==> src/rtl/regfile_port_arbiter.sv <==
// Two-port round-robin arbiter in front of the 32x8 register file.
// Each accepted request takes one register-file cycle and returns a one-cycle response pulse.
module regfile_port_arbiter #(
  parameter int unsigned ADDR_W   = 5,
  parameter int unsigned DATA_W   = 8,
  parameter int unsigned FLAG_W   = 7,
  parameter int unsigned FLAG_REG = 3
) (
  input  logic              clk,
  input  logic              rst_n,
  // port 0 request / response
  input  logic              req0_valid,
  output logic              req0_ready,
  input  logic              req0_write,
  input  logic [ADDR_W-1:0] req0_a1,
  input  logic [ADDR_W-1:0] req0_a2,
  input  logic [ADDR_W-1:0] req0_a3,
  input  logic [DATA_W-1:0] req0_wdata,
  input  logic [FLAG_W-1:0] req0_flags,
  output logic              rsp0_valid,
  output logic [DATA_W-1:0] rsp0_rd1,
  output logic [DATA_W-1:0] rsp0_rd2,
  output logic              rsp0_err,
  // port 1 request / response
  input  logic              req1_valid,
  output logic              req1_ready,
  input  logic              req1_write,
  input  logic [ADDR_W-1:0] req1_a1,
  input  logic [ADDR_W-1:0] req1_a2,
  input  logic [ADDR_W-1:0] req1_a3,
  input  logic [DATA_W-1:0] req1_wdata,
  input  logic [FLAG_W-1:0] req1_flags,
  output logic              rsp1_valid,
  output logic [DATA_W-1:0] rsp1_rd1,
  output logic [DATA_W-1:0] rsp1_rd2,
  output logic              rsp1_err,
  // register file side
  output logic [7:0]        rf_a1,
  output logic [7:0]        rf_a2,
  output logic [7:0]        rf_a3,
  output logic [DATA_W-1:0] rf_wdata,
  output logic [FLAG_W-1:0] rf_flags,
  output logic              rf_we,
  output logic              rf_re,
  input  logic [DATA_W-1:0] rf_rd1,
  input  logic [DATA_W-1:0] rf_rd2
);

  typedef enum logic [1:0] {StIdle, StRead, StWrite} state_e;

  state_e              state_q;
  logic                ptr_q;
  logic                port_q;
  logic                write_q;
  logic [ADDR_W-1:0]   a1_q, a2_q, a3_q;
  logic [DATA_W-1:0]   wdata_q;
  logic [FLAG_W-1:0]   flags_q;

  logic                idle;
  logic                sel_port;
  logic                accept;
  logic                is_flag_reg;

  // Pointer only breaks ties; a lone requester wins regardless of it.
  assign idle        = (state_q == StIdle);
  assign sel_port    = (req0_valid && req1_valid) ? ptr_q : req1_valid;
  assign req0_ready  = idle && req0_valid && !sel_port;
  assign req1_ready  = idle && req1_valid && sel_port;
  assign accept      = req0_ready || req1_ready;
  assign is_flag_reg = (a3_q == ADDR_W'(FLAG_REG));

  always_comb begin
    rf_a1    = '0;
    rf_a2    = '0;
    rf_a3    = '0;
    rf_wdata = '0;
    rf_flags = '0;
    rf_we    = 1'b0;
    rf_re    = 1'b0;
    if (state_q == StRead) begin
      rf_re = 1'b1;
      rf_a1 = 8'(a1_q);
      rf_a2 = 8'(a2_q);
    end
    // Writes to the flag register are dropped so data and flags never collide there.
    if (state_q == StWrite && !is_flag_reg) begin
      rf_we    = 1'b1;
      rf_a3    = 8'(a3_q);
      rf_wdata = wdata_q;
      rf_flags = flags_q;
    end
  end

  always_ff @(posedge clk or negedge rst_n) begin
    if (!rst_n) begin
      state_q    <= StIdle;
      ptr_q      <= 1'b0;
      port_q     <= 1'b0;
      write_q    <= 1'b0;
      a1_q       <= '0;
      a2_q       <= '0;
      a3_q       <= '0;
      wdata_q    <= '0;
      flags_q    <= '0;
      rsp0_valid <= 1'b0;
      rsp0_rd1   <= '0;
      rsp0_rd2   <= '0;
      rsp0_err   <= 1'b0;
      rsp1_valid <= 1'b0;
      rsp1_rd1   <= '0;
      rsp1_rd2   <= '0;
      rsp1_err   <= 1'b0;
    end else begin
      rsp0_valid <= 1'b0;
      rsp1_valid <= 1'b0;
      unique case (state_q)
        StIdle: begin
          if (accept) begin
            port_q  <= sel_port;
            ptr_q   <= !sel_port;
            write_q <= sel_port ? req1_write : req0_write;
            a1_q    <= sel_port ? req1_a1    : req0_a1;
            a2_q    <= sel_port ? req1_a2    : req0_a2;
            a3_q    <= sel_port ? req1_a3    : req0_a3;
            wdata_q <= sel_port ? req1_wdata : req0_wdata;
            flags_q <= sel_port ? req1_flags : req0_flags;
            state_q <= (sel_port ? req1_write : req0_write) ? StWrite : StRead;
          end
        end
        StRead: begin
          if (port_q) begin
            rsp1_valid <= 1'b1;
            rsp1_rd1   <= rf_rd1;
            rsp1_rd2   <= rf_rd2;
            rsp1_err   <= 1'b0;
          end else begin
            rsp0_valid <= 1'b1;
            rsp0_rd1   <= rf_rd1;
            rsp0_rd2   <= rf_rd2;
            rsp0_err   <= 1'b0;
          end
          state_q <= StIdle;
        end
        StWrite: begin
          if (port_q) begin
            rsp1_valid <= 1'b1;
            rsp1_rd1   <= '0;
            rsp1_rd2   <= '0;
            rsp1_err   <= is_flag_reg;
          end else begin
            rsp0_valid <= 1'b1;
            rsp0_rd1   <= '0;
            rsp0_rd2   <= '0;
            rsp0_err   <= is_flag_reg;
          end
          state_q <= StIdle;
        end
        default: state_q <= StIdle;
      endcase
    end
  end

endmodule

==> config.mk <==
export PLATFORM = sky130hd
export DESIGN_NAME = regfile_port_arbiter
export DESIGN_NICKNAME = d
export VERILOG_FILES = /design/src/rtl/regfile_port_arbiter.sv
export SDC_FILE = /design/constraint.sdc
export NUM_CORES = 1
export LEC_CHECK = 0
export ABC_AREA = 1
export CAP_MARGIN = 30
export CORE_ASPECT_RATIO = 0.5
export CORE_MARGIN = 5
export CORE_UTILIZATION = 45
export CTS_BUF_LIST = sky130_fd_sc_hd__clkbuf_4 sky130_fd_sc_hd__clkbuf_8
export DETAILED_ROUTE_END_ITERATION = 7
export MAX_ROUTING_LAYER = met4
export PLACE_DENSITY_LB_ADDON = 0.1
export SYNTH_ARGS = -nofsm -noshare
export SYNTH_HDL_FRONTEND = slang
export SYNTH_SLANG_ARGS = --single-unit
==> constraint.sdc <==
create_clock -name clk -period 4 [get_ports clk]
set_clock_uncertainty 0.05 [all_clocks]
set_input_delay 0.6 -clock clk [delete_from_list [all_inputs] [get_ports clk]]
set_output_delay 0.6 -clock clk [all_outputs]
set_load 0.02 [all_outputs]
======== Word-level counts from Yosys, hierarchy flattened ========
Index checks and enable logic that the tools add are counted.
storage, ports and cells
  logic and storage cells ................. 76
  register bits ........................... 70
  output and inout port bits .............. 79
operators by class
  equal/unequal tests ..................... 8
  mux-type cells .......................... 37
  reduce and logical (&&, ||, !) cells .... 15
operator list
  cell                number
  $mux 8              8
  $pmux 8 s2          4
  $mux 5              6
  $mux 7              2
  $mux 1              12
  $ne 2x2->1 const B  4
  $logic_and 1x1->1   6
  $mux 2              3
  $reduce_and 3->1    2
  $eq 5x2->1 const B  1
  $pmux 1 s2          2
  $eq 2x1->1 const B  1
  $eq 2x2->1 const B  1
  $logic_not 1->1     2
  $logic_not 2->1     1
  $ne 2x1->1 const B  1
  $reduce_and 2->1    1
  $reduce_bool 2->1   1
  $reduce_or 2->1     1
  $logic_or 1x1->1    1

======== Logic depth before layout (Yosys ltp) ========
Gate-level depths: netlist of the first run.
  word-level depth ........................ 7
  depth in mapped cells ................... 8
  mapped depth without buffers ............ 7

======== Worst setup path before layout of the first run ========
Ideal clock, no wire load.
  path type ............................... flip-flop to output port
  from .................................... register state_q[0]
  to ...................................... output rf_flags[0]
  data required time ...................... 3.350 ns
  stages on the path, launching flop included .. 7
  arrival time ............................ 1.350 ns
  slack ................................... 2.000 ns
  cells stage by stage .................... dfrtp_1 inv_1 ha_1 buf_6 nand2_1 buf_2 nor2_1
between the ends
  cells in the longest elaborated chain, start to end .. 3
RTL lines
  element                 line  text
  from (decl)             51    state_e state_q;
  from (signal assigned)  96    state_q <= StIdle;
  from (signal assigned)  127   state_q <= (sel_port ? req1_write : req0_write) ? StWrite : StRead;
  from (signal assigned)  142   state_q <= StIdle;
  $eq 2x2->1              86    if (state_q == StWrite && !is_flag_reg) begin
  $logic_and 1x1->1       86
  $mux 7                  86
  to (decl)               42    output logic [FLAG_W-1:0] rf_flags,
Every way passes these cells.

======== Final worst setup path of the first run ========
  from .................................... register state_q[0]
  to ...................................... output rf_wdata[5]
between the ends
  cells in the longest elaborated chain, start to end .. 3
RTL lines
  element            line  text
  $eq 2x2->1         86
  $logic_and 1x1->1  86
  $mux 8             86
  to (decl)          41    output logic [DATA_W-1:0] rf_wdata,
Every way passes these cells.

==> reports/qor.txt, run 1 <==
Post-Route WL = 9090 um
Final Slew Violations = 0
Run status = finished clean
Later-pin clock latency in the skew report = 350 ps
Setup TNS = 0 ps
Port bufs = 151
Cells resized by post-CTS repair = 0
Cell count after synthesis = 407
RSZ-0062 raised after global routing = no
Gpl congestion = 0.814
Gr usage total = 21.0%
Peak VDD IR = 0.300 mV
Worst Path Max Fanout = 18
Cts hold-fix bufs = 0
Yosys warning count = 0
HP Class = input port to async pin
First-pass GRT wire length = 15300 um
Critical path origin = state_q[0]
Clock-pin slew of the registers on the worst-case setup and hold paths = 70 ps
Achievable Freq = 317 MHz
DR vias = 3067
Slew HR = 46.8%
R2R Path Start = state_q[1]
Inserted Diodes = 0
Pin count of the biggest net entering global routing = 37
Number of remaining DRC errors = 0
Post-DP Area = 4850 um^2
WL per Instance = 13.9 um
Critical Path AT = 2510 ps
CP Capture Type = output port
Clk root buf = clkbuf_8
Nets@finish = 636
Largest family of logic cells by synthesized area = simple AND/OR/NAND/NOR gates
Post-synthesis mux area share = 0%
Syn Std Cell Area = 3360 um^2
Hpwl dp = 6430 um
CP max stage cell = clkdlybuf4s50_1
Worst r2r dst = rsp1_rd1[1]
Die height = 71.1 um
Critical path required time = 3350 ps
Std cell rows = 22
CP Cell Sequence = inv_1 -> ha_1 -> nand2_1 -> nor2_1 -> clkdlybuf4s50_1
Largest area contributor in the netlist = dfrtp_1
Max Cap Viol = 0
Fin crit share = 78.9%
Area Overhead vs Synth = 50.6%
Most common cell after layout, fill and taps aside = clkdlybuf4s50_1
DR pass1 iterations = 4
LEAKAGE = 2.41 nW
Top cell type's share of synthesized area = 52.2%
Power density cells = 754 nW/um^2
DRT antenna net count = 0
Chip Width = 132 um
Fraction of layout cells with a size suffix above 1 = 7.73%
Critical Setup Path Class = flop to output port
Netlist cell types = 23
Setup slack after layout = 845 ps
TritonCTS sink count = 70
Synth Area in Simple Gates = 27.7%
Setup repair bufs after CTS = 0
Largest stage delay on the critical path = 630 ps
Clk buf depth = 2
Final setup vio count = 0
Yosys reg bits = 70
CTS tree = done
GRT overflow = 0
Tot Pwr = 0.00381 W
R2R cell count = 6
1st-iter DRT viols = 139
Post-synthesis sequential area ratio = 52.2%
Worst Max-Slew Pin Slew = 796 ps
FILL cells = 622
DIE AREA = 9400 um^2
Design Area, Final = 5060 um^2
Register Area = 1750 um^2
Mean Syn Cell Area = 8.25 um^2
Xor/xnor share of the synthesized area = 0%
TritonCTS Buffers = 9
IO Pins = 161
Multi-input gate area = 1260 um^2
Most frequent cells in the layout = clkdlybuf4s50_1, nand2_1, dfrtp_1
Synth Area in Adders = 1.12%
Min cycle time layout = 3160 ps
Top cells by area, synth = dfrtp_1, nand2_1, nand3_1
H-Tree Level Count = 3
Total core area = 7290 um^2
Via density = 4.70
Type of origin of the critical path = flop
Reg-to-reg slack, setup = 1580 ps
Number of antenna violations at the first check in global routing = 0
Post-place setup slack = 971 ps
Starting density of the core = 46.0%
Fin. Hold Viols = 0
Vias in the first global route = 3127
Compound-Gate Fraction of Synth Area = 7.86%
[worst max path at each step]
stage	cells past startpoint	end
detailed placement	6	req0_ready
global placement	6	req0_ready
CTS	5	rf_wdata[5]
finish	5	rf_wdata[5]
floorplan	6	rf_flags[0]
global route	5	rf_wdata[5]
[state kept, by name, indices dropped and copies added (netlist names), 2 cells and up]
register	cells
rsp0_rd1	8
rsp0_rd2	8
rsp1_rd1	8
rsp1_rd2	8
wdata_q	8
flags_q	7
a1_q	5
a2_q	5
a3_q	5
state_q	2
[through the flow]
stage | utilization [%] | cells | hold WS (ps)
after floorplan | - | 415 | 254
after global placement | 66.3 | 635 | 415
after detailed placement | 66.6 | 636 | 419
after CTS | 69.3 | 652 | 43.9
after global routing | 69.3 | 652 | 45.9
final | 69.3 | 652 | 54.4
[cells by family (layout without fill, tap and decap cells)]
family | after synthesis | after routing
simple gates | 221 | 221
buf+inv | 74 | 215
flops | 70 | 70
compound gates | 38 | 38
fa+ha+maj | 3 | 3
other cells | 1 | 9
[Yosys cell counts]
master      n
a21oi_1     1
inv_2       1
clkbuf_1    2
nor2_1     20
ha_1        3
conb_1      1
o21ai_1     1
dfrtp_1    70
buf_6       4
inv_1      42
o21ai_4     1
nand2_2     1
buf_2      12
nor2_2      1
o21ai_2    16
nand4_1     2
buf_4      13
nand3b_1    1
nand2_4     1
o21bai_1    1
nand2_1   132
o21ai_0    18
nand3_1    63
[critical path: cells and delay by family (launching register included)]
| kind | cells | cell delay [ps] |
|---|---|---|
| buffers and inverters | 2 | 720 |
| adder cells (fa/ha/maj) | 1 | 320 |
| AND/OR/NAND/NOR | 2 | 700 |
| flip-flops | 1 | 410 |
[area by class of cell]
cell class,count,area share (%)
multi-input combinational,271,25.0
sequential,70,34.6
clock inverter,5,1.16
inverter,43,3.19
tap,96,2.37
clock buffer,11,2.87
timing repair buffer,156,30.8
[metal layers]
metal / GRT usage [%] / part of all wire [%]
met1: 26.2 / 44
met5: - / 0
met3: 7.67 / 7.8
met4: 6.77 / 1.4
met2: 32.0 / 46
[where the power goes]
| part | internal [W] | switching [W] | leakage (nW) | total (W) |
|---|---|---|---|---|
| Combinational | 0.000821 | 0.00121 | 1.42 | 0.00203 |
| Clock | 0.000312 | 0.000273 | 0.0990 | 0.000584 |
| Sequential | 0.00103 | 0.000167 | 0.887 | 0.00120 |
No activity file was read; power rests on OpenSTA's default activity.
==> run 2: changes to the inputs <==
- CORE_UTILIZATION: 45 -> 38
- clock period: 4 -> 2.7 ns (I/O delays scaled with it)
==> run 2 against run 1 <==
  * Power increased by 53%
  * Hold slack got worse by 55 ps
  * Highest routed layer unchanged
  * The run now ends with negative hold slack left
  * Largest power group unchanged
  * Clock power increased by 60%
==> reports/qor.txt, run 2 (same netlist as run 1, synthesis figures left out) <==
WL per Instance = 14.0 um (+0.80%)
Fin Hold WS = -0.196 ps (-54.6 ps)
Area Overhead vs Synth = 53.0%
DR vias = 3122 (+1.8%)
Reg-to-reg slack, setup = 630 ps (-950 ps)
Type of origin of the critical path = flop
Psw = 0.00249 W (+51%)
Pin count of the biggest net entering global routing = 71 (+92%)
TritonCTS Buffers = 9 (unchanged)
CTS tree = done
TritonCTS sink count = 70 (unchanged)
Gpl congestion = 0.788 (-3.2%)
Number of antenna violations at the first check in global routing = 0 (unchanged)
Via density = 4.62 (-1.8%)
Dpl cells = 660 (+3.8%)
Critical path required time = 2250 ps (-1100 ps)
Vias in the first global route = 3274 (+4.7%)
Cells resized by post-CTS repair = 0 (unchanged)
CP Cell Sequence = inv_1 -> ha_1 -> nand2_2 -> buf_12 -> nor2_1 -> clkdlybuf4s50_1
CP Capture Type = output port
Max Cap Viol = 0 (unchanged)
Run status = finished, violations left
HP Class = input port to async pin
Chip Width = 143 um (+8.2%)
Critical Setup Path Class = flop to output port
Clk buf depth = 2 (unchanged)
Largest stage delay on the critical path = 620 ps (about the same)
Logic pwr share = 53.4% (about the same)
R2R Path Start = state_q[0]
LEAKAGE = 2.44 nW (+1.2%)
Min cycle time layout = 2530 ps
Non-filler instance count after layout = 676 (+3.7%)
GRT overflow = 0 (unchanged)
Die height = 76.5 um (+7.6%)
Final setup vio count = 0 (unchanged)
Fin. Hold Viols = 2 (+2)
CP max stage cell = clkdlybuf4s50_1
Achievable Freq = 395 MHz
Setup TNS = 0 ps (unchanged)
IO Pins = 161 (unchanged)
Gr usage total = 18.8% (-2.2 points)
Inserted Diodes = 0 (unchanged)
Total core area = 8650 um^2 (+19%)
Critical Path AT = 2070 ps (-440 ps)
Int Pwr = 0.00333 W (+54%)
Post-place setup slack = 404 ps (-566 ps)
Worst Max-Slew Pin Slew = 577 ps (-219 ps)
Peak VDD IR = 0.483 mV (+61%)
Clock Power Share = 16.1% (+0.8 points)
Slew HR = 61.5% (+15 points)
RSZ-0062 raised after global routing = no
Fin crit share = 93.7%
FILL cells = 811 (+30%)
Starting density of the core = 38.8% (-7.2 points)
DRT antenna net count = 0 (unchanged)
Hpwl dp = 6550 um (+1.8%)
Setup repair bufs after CTS = 0 (unchanged)
Post-Route WL = 9500 um (+4.5%)
Clock-pin slew of the registers on the worst-case setup and hold paths = 70 ps (about the same)
Most frequent cells in the layout = clkdlybuf4s50_1, nand2_1, dfrtp_1
Most common cell after layout, fill and taps aside = clkdlybuf4s50_1
Final Slew Violations = 0 (unchanged)
Fraction of layout cells with a size suffix above 1 = 8.59% (+0.85 points)
Failing checks = negative hold slack
Seq pwr share = 30.5% (-0.9 points)
First-pass GRT wire length = 15900 um (+4.1%)
DR pass1 iterations = 4 (unchanged)
Switching part of the total = 42.8% (-0.52 points)
Later-pin clock latency in the skew report = 350 ps (about the same)
Number of remaining DRC errors = 0 (unchanged)
DIE AREA = 10900 um^2 (+16%)
Std cell rows = 24 (+9.1%)
Port bufs = 151 (unchanged)
Power density cells = 1130 nW/um^2 (+50%)
R2R cell count = 8 (+2)
Setup slack after layout = 171 ps (-674 ps)
Nets@finish = 639 (+0.47%)
H-Tree Level Count = 3 (unchanged)
Cts hold-fix bufs = 0 (unchanged)
Clk root buf = clkbuf_8
1st-iter DRT viols = 173 (+24%)
Worst r2r dst = state_q[0]
Worst Path Max Fanout = 12 (-6)
[run 2: changes by cell type in the layout (fill, tap and decap cells not counted), sizes merged]
cell / before / now
buf: 6 / 9
bufinv: 1 / 2
clkbuf: 11 / 10
clkinv: 2 / 3
clkinvlp: 2 / 1
[run 2: worst max path at each step]
stage | start | to | slack [ps] | depth (start not counted)
global placement | req1_valid | req1_ready | 410 | 4
global route | state_q[0] | rf_wdata[1] | 40 | 6
floorplan | state_q[0] | rf_flags[0] | 900 | 6
detailed placement | req1_valid | req1_ready | 400 | 4
finish | state_q[0] | rf_flags[5] | 170 | 6
CTS | state_q[0] | rf_flags[5] | 40 | 6
[run 2: per-layer routing]
layer | vias up | global-route usage [%] | part of all wire (%)
met1 | 1446 | 23.5 | 45
met3 | 17 | 5.52 | 6.9
met4 | 0 | 6.83 | 2.1
li1 | 1555 | - | -
met2 | 104 | 29.1 | 46
met5 | - | - | 0
[run 2: stage by stage]
step | utilization (%) | area (um^2) | power (W)
4_1_cts | 59.4 | 5130 | 0.00590
5_1_grt | 59.4 | 5140 | 0.00630
2_1_floorplan | - | 3390 | 0.00375
6_report | 59.4 | 5140 | 0.00582
3_3_place_gp | 56.8 | 4920 | 0.00489
3_5_place_dp | 56.8 | 4920 | 0.00493
[run 2: power groups by stage]
stage	clock, W	combinational [W]	sequential, W
after CTS	0.000965	0.00316	0.00178
after global routing	0.00101	0.00345	0.00185
after floorplan	0	0.00173	0.00202
after global placement	0	0.00311	0.00178
final	0.000937	0.00311	0.00177
after detailed placement	0	0.00314	0.00179
[run 2: final cells by class]
type                    instances  area [um^2]  share of cell area (%)
clock inverters                 6         86.3                    1.68
flip-flops and latches         70         1750                    34.1
repair buffers                159         1590                    31.0
multi-input cells             271         1270                    24.7
well taps                     117          146                    2.85
inverters                      43          161                    3.14
clock buffers                  10          131                    2.56
[run 2: worst max-delay path, delay by kind of cell, from the launching register on]
family	cells	cell delay, ps
adders and majority gates	1	190
buffers and inverters	3	890
DFF	1	400
and+or+nand+nor	2	230
